## config.mk

```make
export PLATFORM = sky130hd
export DESIGN_NAME = mouse_packet_decoder_flat
export DESIGN_NICKNAME = d
export VERILOG_FILES = /design/src/rtl/mouse_packet_decoder_pkg.sv /design/src/rtl/mouse_packet_decoder_if.sv /design/src/rtl/mouse_packet_decoder_ps2_gap_timer.sv /design/src/rtl/mouse_packet_decoder.sv /design/src/flat_wrapper.sv
export SDC_FILE = /design/constraint.sdc
export NUM_CORES = 1
export LEC_CHECK = 0
export BUFFER_PORTS_ARGS = -buffer_cell sky130_fd_sc_hd__buf_2
export CAP_MARGIN = 25
export CORE_MARGIN = 3
export CORE_UTILIZATION = 50
export DETAILED_ROUTE_END_ITERATION = 12
export PLACE_DENSITY_LB_ADDON = 0.25
export SETUP_SLACK_MARGIN = 0.4
export SKIP_LAST_GASP = 1
export SYNTH_ARGS = -nofsm -noshare
export SYNTH_HDL_FRONTEND = slang
export SYNTH_SLANG_ARGS = --single-unit
```

## constraint.sdc

```tcl
create_clock -name clk -period 5.6 [get_ports clk]
set_clock_uncertainty 0.2 [all_clocks]
set_input_delay 0.28 -clock clk [delete_from_list [all_inputs] [get_ports clk]]
set_output_delay 0.28 -clock clk [all_outputs]
set_load 0.005 [all_outputs]
```

## src/rtl/mouse_packet_decoder_pkg.sv

```systemverilog
// mouse_pkg: shared types and constants for the PS/2 mouse packet decoder.
//   state_t   - packet assembly states
//   BTN_*/SYNC/XS/YS/XO/YO - bit positions inside the byte-0 header
//   PS2_ACK   - acknowledge byte the mouse sends after host commands
package mouse_pkg;

  typedef enum logic [1:0] {
    WAIT_B0 = 2'd0,
    WAIT_B1 = 2'd1,
    WAIT_B2 = 2'd2,
    EMIT    = 2'd3
  } state_t;

  localparam int BTN_L = 0;
  localparam int BTN_R = 1;
  localparam int BTN_M = 2;
  localparam int SYNC  = 3;
  localparam int XS    = 4;
  localparam int YS    = 5;
  localparam int XO    = 6;
  localparam int YO    = 7;

  localparam logic [7:0] PS2_ACK = 8'hFA;

endpackage

```

## src/rtl/mouse_packet_decoder_if.sv

```systemverilog
// mouse_packet_decoder_if: byte stream in, decoded packet record out.
//   ps2_byte/ps2_byte_en      - received byte and its one-cycle strobe
//   delta_x/delta_y           - 9-bit two's complement movement
//   buttons                   - {middle, right, left}
//   packet_ready              - one-cycle pulse, record updated this cycle
//   x_ovf/y_ovf               - overflow flags of the last packet
//   sync_err_cnt/timeout_cnt  - saturating error counters
// master drives the byte stream, slave is the decoder.
interface mouse_packet_decoder_if #(
  parameter int ERR_CNT_W = 8
);
  logic [7:0]           ps2_byte;
  logic                 ps2_byte_en;
  logic [8:0]           delta_x;
  logic [8:0]           delta_y;
  logic [2:0]           buttons;
  logic                 packet_ready;
  logic                 x_ovf;
  logic                 y_ovf;
  logic [ERR_CNT_W-1:0] sync_err_cnt;
  logic [ERR_CNT_W-1:0] timeout_cnt;

  modport master (
    output ps2_byte, ps2_byte_en,
    input  delta_x, delta_y, buttons, packet_ready, x_ovf, y_ovf,
           sync_err_cnt, timeout_cnt
  );

  modport slave (
    input  ps2_byte, ps2_byte_en,
    output delta_x, delta_y, buttons, packet_ready, x_ovf, y_ovf,
           sync_err_cnt, timeout_cnt
  );
endinterface

```

## src/rtl/mouse_packet_decoder_ps2_gap_timer.sv

```systemverilog
// ps2_gap_timer: counts idle cycles between bytes of one packet.
//   clk, rst - clock, async active-high reset
//   clear    - restart from 0 (byte accepted)
//   enable   - count this cycle; held at 0 while disabled
//   expired  - count has reached TIMEOUT_CYCLES while enabled
module ps2_gap_timer #(
  parameter int TIMEOUT_CYCLES = 100000
) (
  input  logic clk,
  input  logic rst,
  input  logic clear,
  input  logic enable,
  output logic expired
);
  localparam int TW = $clog2(TIMEOUT_CYCLES + 1);
  localparam logic [TW-1:0] LIMIT = TW'(TIMEOUT_CYCLES);

  logic [TW-1:0] cnt;

  // Sticks at LIMIT so expired stays asserted until the FSM reacts.
  always_ff @(posedge clk or posedge rst) begin
    if (rst)                    cnt <= '0;
    else if (clear || !enable)  cnt <= '0;
    else if (cnt != LIMIT)      cnt <= cnt + 1'b1;
  end

  assign expired = enable && (cnt == LIMIT);

endmodule

```

## src/rtl/mouse_packet_decoder.sv

```systemverilog
// mouse_packet_decoder: assembles 3-byte PS/2 mouse packets into one
// movement/button record and pulses packet_ready for one cycle.
//   clk, rst - 50 MHz clock, async active-high reset
//   bus      - slave side of mouse_packet_decoder_if (byte stream in,
//              decoded record and error counters out)
// Byte 0 is validated by its always-one sync bit; ACK bytes (0xFA) seen
// while hunting for byte 0 are optionally dropped; a partial packet is
// abandoned after TIMEOUT_CYCLES idle cycles.
module mouse_packet_decoder
  import mouse_pkg::*;
#(
  parameter int TIMEOUT_CYCLES = 100000,
  parameter int FILTER_ACK     = 1,
  parameter int ERR_CNT_W      = 8
) (
  input  logic                  clk,
  input  logic                  rst,
  mouse_packet_decoder_if.slave bus
);

  state_t state_q, state_d;

  logic [7:0] b0_reg, b1_reg, b2_reg;
  logic [8:0] dx_q;
  logic       ys_q, xo_q, yo_q;
  logic [2:0] btn_q;
  logic [ERR_CNT_W-1:0] sync_q, tmo_q;

  logic ld_b0, ld_b1, ld_b2, sync_inc, tmo_inc;
  logic expired, timer_en;

  // Only meaningful while a packet is partially received.
  assign timer_en = (state_q == WAIT_B1) || (state_q == WAIT_B2);

  ps2_gap_timer #(.TIMEOUT_CYCLES(TIMEOUT_CYCLES)) u_gap_timer (
    .clk     (clk),
    .rst     (rst),
    .clear   (ld_b1 || ld_b2),
    .enable  (timer_en),
    .expired (expired)
  );

  always_ff @(posedge clk or posedge rst) begin
    if (rst) state_q <= WAIT_B0;
    else     state_q <= state_d;
  end

  // EMIT behaves as WAIT_B0 for an incoming byte so back-to-back
  // packets lose nothing. A byte in the timeout cycle takes priority.
  always_comb begin
    state_d  = state_q;
    ld_b0    = 1'b0;
    ld_b1    = 1'b0;
    ld_b2    = 1'b0;
    sync_inc = 1'b0;
    tmo_inc  = 1'b0;
    case (state_q)
      WAIT_B0, EMIT: begin
        state_d = WAIT_B0;
        if (bus.ps2_byte_en) begin
          if ((FILTER_ACK != 0) && (bus.ps2_byte == PS2_ACK)) begin
            state_d = WAIT_B0;
          end else if (!bus.ps2_byte[SYNC]) begin
            sync_inc = 1'b1;
          end else begin
            ld_b0   = 1'b1;
            state_d = WAIT_B1;
          end
        end
      end
      WAIT_B1: begin
        if (bus.ps2_byte_en) begin
          ld_b1   = 1'b1;
          state_d = WAIT_B2;
        end else if (expired) begin
          tmo_inc = 1'b1;
          state_d = WAIT_B0;
        end
      end
      WAIT_B2: begin
        if (bus.ps2_byte_en) begin
          ld_b2   = 1'b1;
          state_d = EMIT;
        end else if (expired) begin
          tmo_inc = 1'b1;
          state_d = WAIT_B0;
        end
      end
      default: state_d = WAIT_B0;
    endcase
  end

  always_ff @(posedge clk or posedge rst) begin
    if (rst) begin
      b0_reg <= '0;
      b1_reg <= '0;
    end else begin
      if (ld_b0) b0_reg <= bus.ps2_byte;
      if (ld_b1) b1_reg <= bus.ps2_byte;
    end
  end

  // The record registers load on the edge that enters EMIT, so the new
  // values and packet_ready appear together in the EMIT cycle. b2_reg
  // doubles as the Y magnitude, which is why it loads only here.
  always_ff @(posedge clk or posedge rst) begin
    if (rst) begin
      b2_reg <= '0;
      dx_q   <= '0;
      ys_q   <= 1'b0;
      xo_q   <= 1'b0;
      yo_q   <= 1'b0;
      btn_q  <= '0;
    end else if (ld_b2) begin
      b2_reg <= bus.ps2_byte;
      dx_q   <= b0_reg[XO] ? 9'd0 : {b0_reg[XS], b1_reg};
      ys_q   <= b0_reg[YS];
      xo_q   <= b0_reg[XO];
      yo_q   <= b0_reg[YO];
      btn_q  <= {b0_reg[BTN_M], b0_reg[BTN_R], b0_reg[BTN_L]};
    end
  end

  // Sync bit is always set once latched; it carries no record data.
  logic unused_sync;
  assign unused_sync = b0_reg[SYNC];

  always_ff @(posedge clk or posedge rst) begin
    if (rst) begin
      sync_q <= '0;
      tmo_q  <= '0;
    end else begin
      if (sync_inc && (sync_q != '1)) sync_q <= sync_q + 1'b1;
      if (tmo_inc  && (tmo_q  != '1)) tmo_q  <= tmo_q + 1'b1;
    end
  end

  assign bus.delta_x      = dx_q;
  assign bus.delta_y      = yo_q ? 9'd0 : {ys_q, b2_reg};
  assign bus.buttons      = btn_q;
  assign bus.x_ovf        = xo_q;
  assign bus.y_ovf        = yo_q;
  assign bus.packet_ready = (state_q == EMIT);
  assign bus.sync_err_cnt = sync_q;
  assign bus.timeout_cnt  = tmo_q;

endmodule
```

## src/flat_wrapper.sv

```systemverilog
// flat-port wrapper written by rule: the top's interface ports become plain ports
module mouse_packet_decoder_flat import mouse_pkg::*;
#(
  parameter int TIMEOUT_CYCLES = 100000,
  parameter int FILTER_ACK     = 1,
  parameter int ERR_CNT_W      = 8
)
  (clk, rst, bus_ps2_byte, bus_ps2_byte_en, bus_delta_x, bus_delta_y, bus_buttons, bus_packet_ready, bus_x_ovf, bus_y_ovf, bus_sync_err_cnt, bus_timeout_cnt);
  mouse_packet_decoder_if #(.ERR_CNT_W(ERR_CNT_W)) bus_i ();
  input  logic clk;
  input  logic rst;
  input wire logic [$bits(bus_i.ps2_byte)-1:0] bus_ps2_byte;
  input wire logic [$bits(bus_i.ps2_byte_en)-1:0] bus_ps2_byte_en;
  output wire logic [$bits(bus_i.delta_x)-1:0] bus_delta_x;
  output wire logic [$bits(bus_i.delta_y)-1:0] bus_delta_y;
  output wire logic [$bits(bus_i.buttons)-1:0] bus_buttons;
  output wire logic [$bits(bus_i.packet_ready)-1:0] bus_packet_ready;
  output wire logic [$bits(bus_i.x_ovf)-1:0] bus_x_ovf;
  output wire logic [$bits(bus_i.y_ovf)-1:0] bus_y_ovf;
  output wire logic [$bits(bus_i.sync_err_cnt)-1:0] bus_sync_err_cnt;
  output wire logic [$bits(bus_i.timeout_cnt)-1:0] bus_timeout_cnt;
  assign bus_i.ps2_byte = bus_ps2_byte;
  assign bus_i.ps2_byte_en = bus_ps2_byte_en;
  assign bus_delta_x = bus_i.delta_x;
  assign bus_delta_y = bus_i.delta_y;
  assign bus_buttons = bus_i.buttons;
  assign bus_packet_ready = bus_i.packet_ready;
  assign bus_x_ovf = bus_i.x_ovf;
  assign bus_y_ovf = bus_i.y_ovf;
  assign bus_sync_err_cnt = bus_i.sync_err_cnt;
  assign bus_timeout_cnt = bus_i.timeout_cnt;
  mouse_packet_decoder #(.TIMEOUT_CYCLES(TIMEOUT_CYCLES), .FILTER_ACK(FILTER_ACK), .ERR_CNT_W(ERR_CNT_W)) u_core (.clk(clk), .rst(rst), .bus(bus_i));
endmodule
```

==> results of run 1 <==
==> report_power, final <==
| group | switching [uW] | internal, uW |
|---|---|---|
| clock | 212 | 168 |
| combinational | 106 | 123 |
| sequential | 65.9 | 615 |
==> cell usage in the layout (no fill, tap or decap), types with 2 or more instances in the layout <==
cell and n:
nor2b_1 9, inv_1 14, a21oi_1 5, o21ai_0 16, nand2_1 34, nand4_1 7
xor2_1 11, nand3_1 10, buf_4 2, nor2_1 28, inv_6 3, nand4_2 2
and4b_1 2, mux2_2 27, o211ai_1 2, buf_2 50, ha_1 7, and4bb_2 2
nor4_1 5, nand3b_1 2, nand2b_1 2, clkbuf_8 9, dlygate4sd3_1 2, xnor2_1 13
clkinv_4 3, nor3_1 9, or3_1 2, dfrtp_1 73
==> routing by layer <==
metal / global-route usage / wire (um) / part of all wire / up-vias
li1: - / - / - / 1144
met1: 0.249 / 2990 / 0.48 / 1124
met2: 0.288 / 2950 / 0.47 / 45
met3: 0.0357 / 209 / 0.033 / 11
met4: 0.0962 / 129 / 0.021 / 0
met5: 0 / 0 / 0 / -
==> final timing paths <==
kind,startpoint,to,cells past startpoint
min in group clk,bus_ps2_byte[2],u_core.b2_reg[2]$_DFFE_PP0P_,2
setup / recovery,u_core.state_q[0]$_DFF_PP0_,u_core.u_gap_timer.cnt[16]$_DFFE_PP0P_,7
hold reg to reg,u_core.b2_reg[3]$_DFFE_PP0P_,u_core.b2_reg[3]$_DFFE_PP0P_,2
hold / removal,rst,u_core.bus.sync_err_cnt[4]$_DFFE_PP0P_,3
max in group asynchronous,rst,u_core.u_gap_timer.cnt[0]$_DFFE_PP0P_,3
setup reg to reg,u_core.state_q[0]$_DFF_PP0_,u_core.u_gap_timer.cnt[16]$_DFFE_PP0P_,7
==> logic make-up (layout without fill, tap and decap cells) <==
kind of cell             Yosys count  in the layout  share of synthesized area
AO/OA/AOI/OAI                     25             25                     0.0413
XOR/XNOR                          24             24                     0.0631
adder cells (fa/ha/maj)            7              7                     0.0263
buffers and inverters             23             85                     0.0293
flip-flops                        73             73                      0.548
multiplexers                      29             29                     0.0977
AND/OR/NAND/NOR                  121            121                      0.194
==> worst reg2reg max path, delay by kind of cell, from the launching register on <==
| kind | cells | cell delay (ns) |
|---|---|---|
| and+or+nand+nor | 3 | 0.88 |
| buffers and inverters | 2 | 0.38 |
| DFF | 1 | 0.41 |
| adders and majority gates | 1 | 0.23 |
| muxes | 1 | 0.17 |
==> what timing repair did <==
action,CTS,global route
hold buffers,2,0
hold endpoints to repair,4,0
setup endpoints to repair,0,0
==> final cells by class <==
class / instances / area, um2 / share of cell area
repair buffers: 54 / 285 / 0.0740
well taps: 77 / 96.3 / 0.0250
inverters: 15 / 56.3 / 0.0146
multi-input cells: 206 / 1410 / 0.365
clock buffers: 9 / 124 / 0.0321
flip-flops and latches: 73 / 1830 / 0.474
clock inverters: 7 / 60.1 / 0.0156
==> synth_stat cells, types with 2 or more instances <==
cell      instances
nor4_1            5
nor2b_1           9
xor2_1           11
and4bb_2          2
nor3_1            9
a21oi_1           5
dfrtp_1          73
or3_1             2
nand4_1           7
o211ai_1          2
xnor2_1          13
inv_1            15
nand3b_1          2
o21ai_0          16
buf_2             3
nand2_1          34
nor2_1           28
nand3_1          10
nand2b_1          2
and4b_1           2
clkbuf_1          4
nand4_2           2
ha_1              7
mux2_2           27
==> stage by stage <==
stage	utilization	instance area [um2]
5_1_grt	0.604	3850
3_5_place_dp	0.572	3650
4_1_cts	0.604	3850
2_1_floorplan	-	3330
6_report	0.604	3850
3_3_place_gp	0.572	3650
==> results.toml, run 1 <==
[outcome]
outcome = "finished, final reports clean"

[grt]
overflow = 0
grt_pass1_vias = 2390
grtUsageTotal = 0.186
grt_max_degree = 74
grt_first_pass_wirelength_um = 11100
antenna_found_initial = 0

[timing]
tns_ns = 0
setup_viol_count_final = 0
fmax_mhz = 427
slew_violations = 0
fin_crit_ns = 2.34
whs_ns = 0.00875
worst_slew_pin_slew_ns = 0.910
slew_headroom = 0.393
setup_ws_ns = 3.26
hold_violations = 0
post-route-period-util = 0.418
rsz0062_at_grt = "no"

[clocking]
cts_buffer_depth = 2
cts_made_buffers = 9
cts_root_buf = "clkbuf_8"
cts_tree = "built"
cts_num_sinks = 73
cts-htree-levels = 3
cts_resized = 0
postCtsSetupBuffers = 0
clk_pin_slew_ns = 0.09
clk_latency_ns = 0.34

[power]
peakVddDrop_mv = 0.283
p_leak_uw = 0.00186
fin_total_pwr_uw = 1290
pwr_density_cell_mw_per_mm2 = 334

[synth]
async_flop_share = 1.00
ys_ff_latch = 73
synth_edf_count = 0
synth_warnings = 0
synthCells = 302
synthFlopType = "dfrtp_1"
synth.distinct_cells = 36
synth_top_area_frac = 0.548
syn_area_per_cell_um2 = 11.0
yosysTopAreaCell = "dfrtp_1"
syn_area_mm2 = 0.00333
yosys-top-cells-area = "dfrtp_1 55%, mux2_2 9.1%, nand2_1 3.8%, xnor2_1 3.4%, nor2_1 3.2%"
synth_fp_nets = 320
synth_seq_area_share = 0.548

[detailed_routing]
ant_nets = 0
drc = 0
via_per_inst = 5.27
wire_per_inst_um = 14.3
vias = 2324
drt_pass1_iterations = 4
drtIter0Drc = 125
routed_wl_um = 6290

[floorplanning]
die_w_um = 87.6
ioPinCount = 51
die_area_mm2 = 0.00768
core_area_mm2 = 0.00639
rows = 29
fp.dieH_um = 87.6
start_util = 0.522

[worst_setup_path]
critPathBufInv = 2
cp_max_fo = 36
crit_type = "flip-flop to flip-flop"
crit_family = "simple AND/OR/NAND/NOR gates"
slowest_stage = "nand3b_1"
end_kind = "flip-flop"
worstPathCellList = "inv_1, ha_1, nand2_1, buf_4, nand3b_1, nor2_1, mux2_2"
required_ns = 5.68
critPathMaxStageDelay_ns = 0.56
critPathArrivalTime_ns = 2.42
regToRegSetupSlack_ns = 3.26
cp-start-kind = "flip-flop"

[final_layout]
top_register = "u_core.u_gap_timer.cnt"
layout-drive-gt1-share = 0.286
num_antenna_cells = 0
largest_reg_flops = 17
finalNetCount = 377
layoutNonFillerInstCount = 441
syn2layout_area_growth_pct = 15.7
fillers = 552

[run]
drv_cap = 0

[placed_design]
place_inst = 423
port-buffer-count = 50
place_ws_ns = 3.24
hpwl_um = 4210
routabilityCongestion = 0.748

[hold_path]
hp-class = "input port to async pin"
No activity file was read; power rests on OpenSTA's default activity.
==> run 2: changes to the inputs <==
Clock period 5.6 ns to 1.92 ns, I/O delays scaled along.
==> results.toml, run 2 (synthesis results as in run 1) <==
[worst_setup_path]
required_ns = 1.97
startpoint = "u_core.u_gap_timer.cnt[0]$_DFFE_PP0P_"
cp-endpoint = "u_core.bus.timeout_cnt[1]$_DFFE_PP0P_"
critPathArrivalTime_ns = 2.09
r2r_end = "u_core.bus.timeout_cnt[1]$_DFFE_PP0P_"
r2r_start = "u_core.u_gap_timer.cnt[0]$_DFFE_PP0P_"
cp-start-kind = "flip-flop"
slowest_stage = "dfrtp_1"
ff2ff_path_depth = 6
critPathMaxStageDelay_ns = 0.42
end_kind = "flip-flop"
cp_max_fo = 5
regToRegSetupSlack_ns = -0.12
worstPathCellList = "inv_2, ha_4, and4b_1, nand4_4, nor4_4, mux2_4"
crit_type = "flip-flop to flip-flop"

[grt]
grt_max_degree = 74
grtUsageTotal = 0.228
overflow = 0
grt_first_pass_wirelength_um = 13500
antenna_found_initial = 0
grt_use_met1 = 0.283
top_usage_layer = "met2"
grt_use_met3 = 0.0621
met2_usage = 0.376
grt_pass1_vias = 2775

[final_layout]
top_register = "u_core.u_gap_timer.cnt"
fillers = 379
finalNetCount = 440
syn2layout_area_growth_pct = 47.3
num_antenna_cells = 0
final_cell_mix = "71 x dfrtp_1, 49 x buf_2, 31 x nand2_1, 31 x buf_4, 23 x buf_6"
final_common_cell = "dfrtp_1"
largest_reg_flops = 17
stdcell_area_mm2 = 0.00491
layout-drive-gt1-share = 0.494

[floorplanning]
start_util = 0.522
ioPinCount = 51
die_area_mm2 = 0.00768
fp.dieH_um = 87.6
die_w_um = 87.6
core_area_mm2 = 0.00639
rows = 29

[clocking]
cts_made_buffers = 9
cts_buffer_depth = 2
cts_root_buf = "clkbuf_8"
clk_pin_slew_ns = 0.09
cts_tree = "built"
cts_num_sinks = 73
cts-htree-levels = 3
clk_latency_ns = 0.36

[detailed_routing]
wire_per_inst_um = 17.4
ant_nets = 0
vias = 2785
drtIter0Drc = 147
routed_wl_um = 8780
via_per_inst = 5.53
drt_pass1_iterations = 6
drc = 0

[timing]
setup_ws_ns = -0.125
whs_ns = 0.0347
post-route-period-util = 1.06
rsz0062_at_grt = "yes"
hold_violations = 0
fin_crit_ns = 2.04
fmax_mhz = 489
tns_ns = -0.387
worst_slew_pin_slew_ns = 0.474
slew_headroom = 0.683
slew_violations = 0
setup_viol_count_final = 9

[placed_design]
port-buffer-count = 50
place_area_mm2 = 0.00393
hpwl_um = 4490
routabilityCongestion = 0.791

[power]
p_seq_frac = 0.477
power_frac_clock = 0.299
peakVddDrop_mv = 0.736
pwr_density_cell_mw_per_mm2 = 849
p_leak_uw = 0.00228
switching_share = 0.297
p_switching_uw = 1240
combPwrFrac = 0.224
internal_power_uw = 2930

[outcome]
violations = "setup timing"
outcome = "finished with violations"

[hold_path]
hp-class = "input port to flip-flop"

[run]
drv_cap = 0
==> run 2: cell count changes in the layout (fill, tap and decap cells not counted), sizes merged <==
cell / change
bufinv: +1
clkinvlp: +3
inv: -2
dlygate4sd3: +8
clkinv: -2
buf: +55
==> run 2: worst min-delay path by stage <==
stage / to / depth (start not counted) / start
floorplan: u_core.b0_reg[6]$_DFFE_PP0P_ / 1 / bus_ps2_byte[3]
global placement: u_core.u_gap_timer.cnt[13]$_DFFE_PP0P_ / 3 / rst
detailed placement: u_core.u_gap_timer.cnt[13]$_DFFE_PP0P_ / 3 / rst
CTS: u_core.state_q[0]$_DFF_PP0_ / 3 / bus_ps2_byte_en
global route: u_core.state_q[0]$_DFF_PP0_ / 3 / bus_ps2_byte_en
finish: u_core.state_q[0]$_DFF_PP0_ / 3 / bus_ps2_byte_en
==> run 2: through the flow <==
stage | total power (uW) | setup WS [ns] | std cells | utilization
finish | 4170 | -0.125 | 504 | 0.768
CTS | 4080 | 0.0161 | 497 | 0.737
floorplan | 2410 | 0.0675 | 302 | -
detailed placement | 2720 | -0.0200 | 443 | 0.615
global route | 4390 | -0.169 | 504 | 0.768
global placement | 2690 | 0.0236 | 443 | 0.615
==> run 2: worst max-delay path, delay by kind of cell (launching register included) <==
family	cells	cell delay, ns
mux	1	0.34
flops	1	0.42
buf+inv	1	0.08
simple gates	3	0.77
fa+ha+maj	1	0.11
==> run 2: layer usage <==
metal | share of wire | up-vias
met2 | 0.52 | 74
met5 | 0 | -
met3 | 0.047 | 19
met4 | 0.020 | 0
met1 | 0.41 | 1418
li1 | - | 1274
==> run 2: timing repair <==
action | 4_1_cts | 5_1_grt
endpoints found under the setup margin | 67 | 63
setup buffers | 26 | 7
pin swaps | 15 | 18
cloned | 2 | 0
gates resized for setup | 58 | 36
endpoints found under the hold margin | 97 | 0
hold buffers | 10 | 0
==> run 2: layout make-up <==
type	count	area [um2]	share of cell area
clock inverter	7	78.8	0.0161
multi-input combinational	206	1800	0.367
tap	77	96.3	0.0196
sequential	73	1830	0.373
clock buffer	9	124	0.0252
timing repair buffer	117	915	0.186
inverter	15	62.6	0.0128
==> run 2: power groups by stage <==
stage | clock, uW | combinational [uW] | sequential [uW]
CTS | 1240 | 866 | 1970
detailed placement | 0 | 708 | 2010
finish | 1250 | 933 | 1990
global placement | 0 | 693 | 2000
floorplan | 0 | 420 | 1990
global route | 1340 | 1030 | 2020
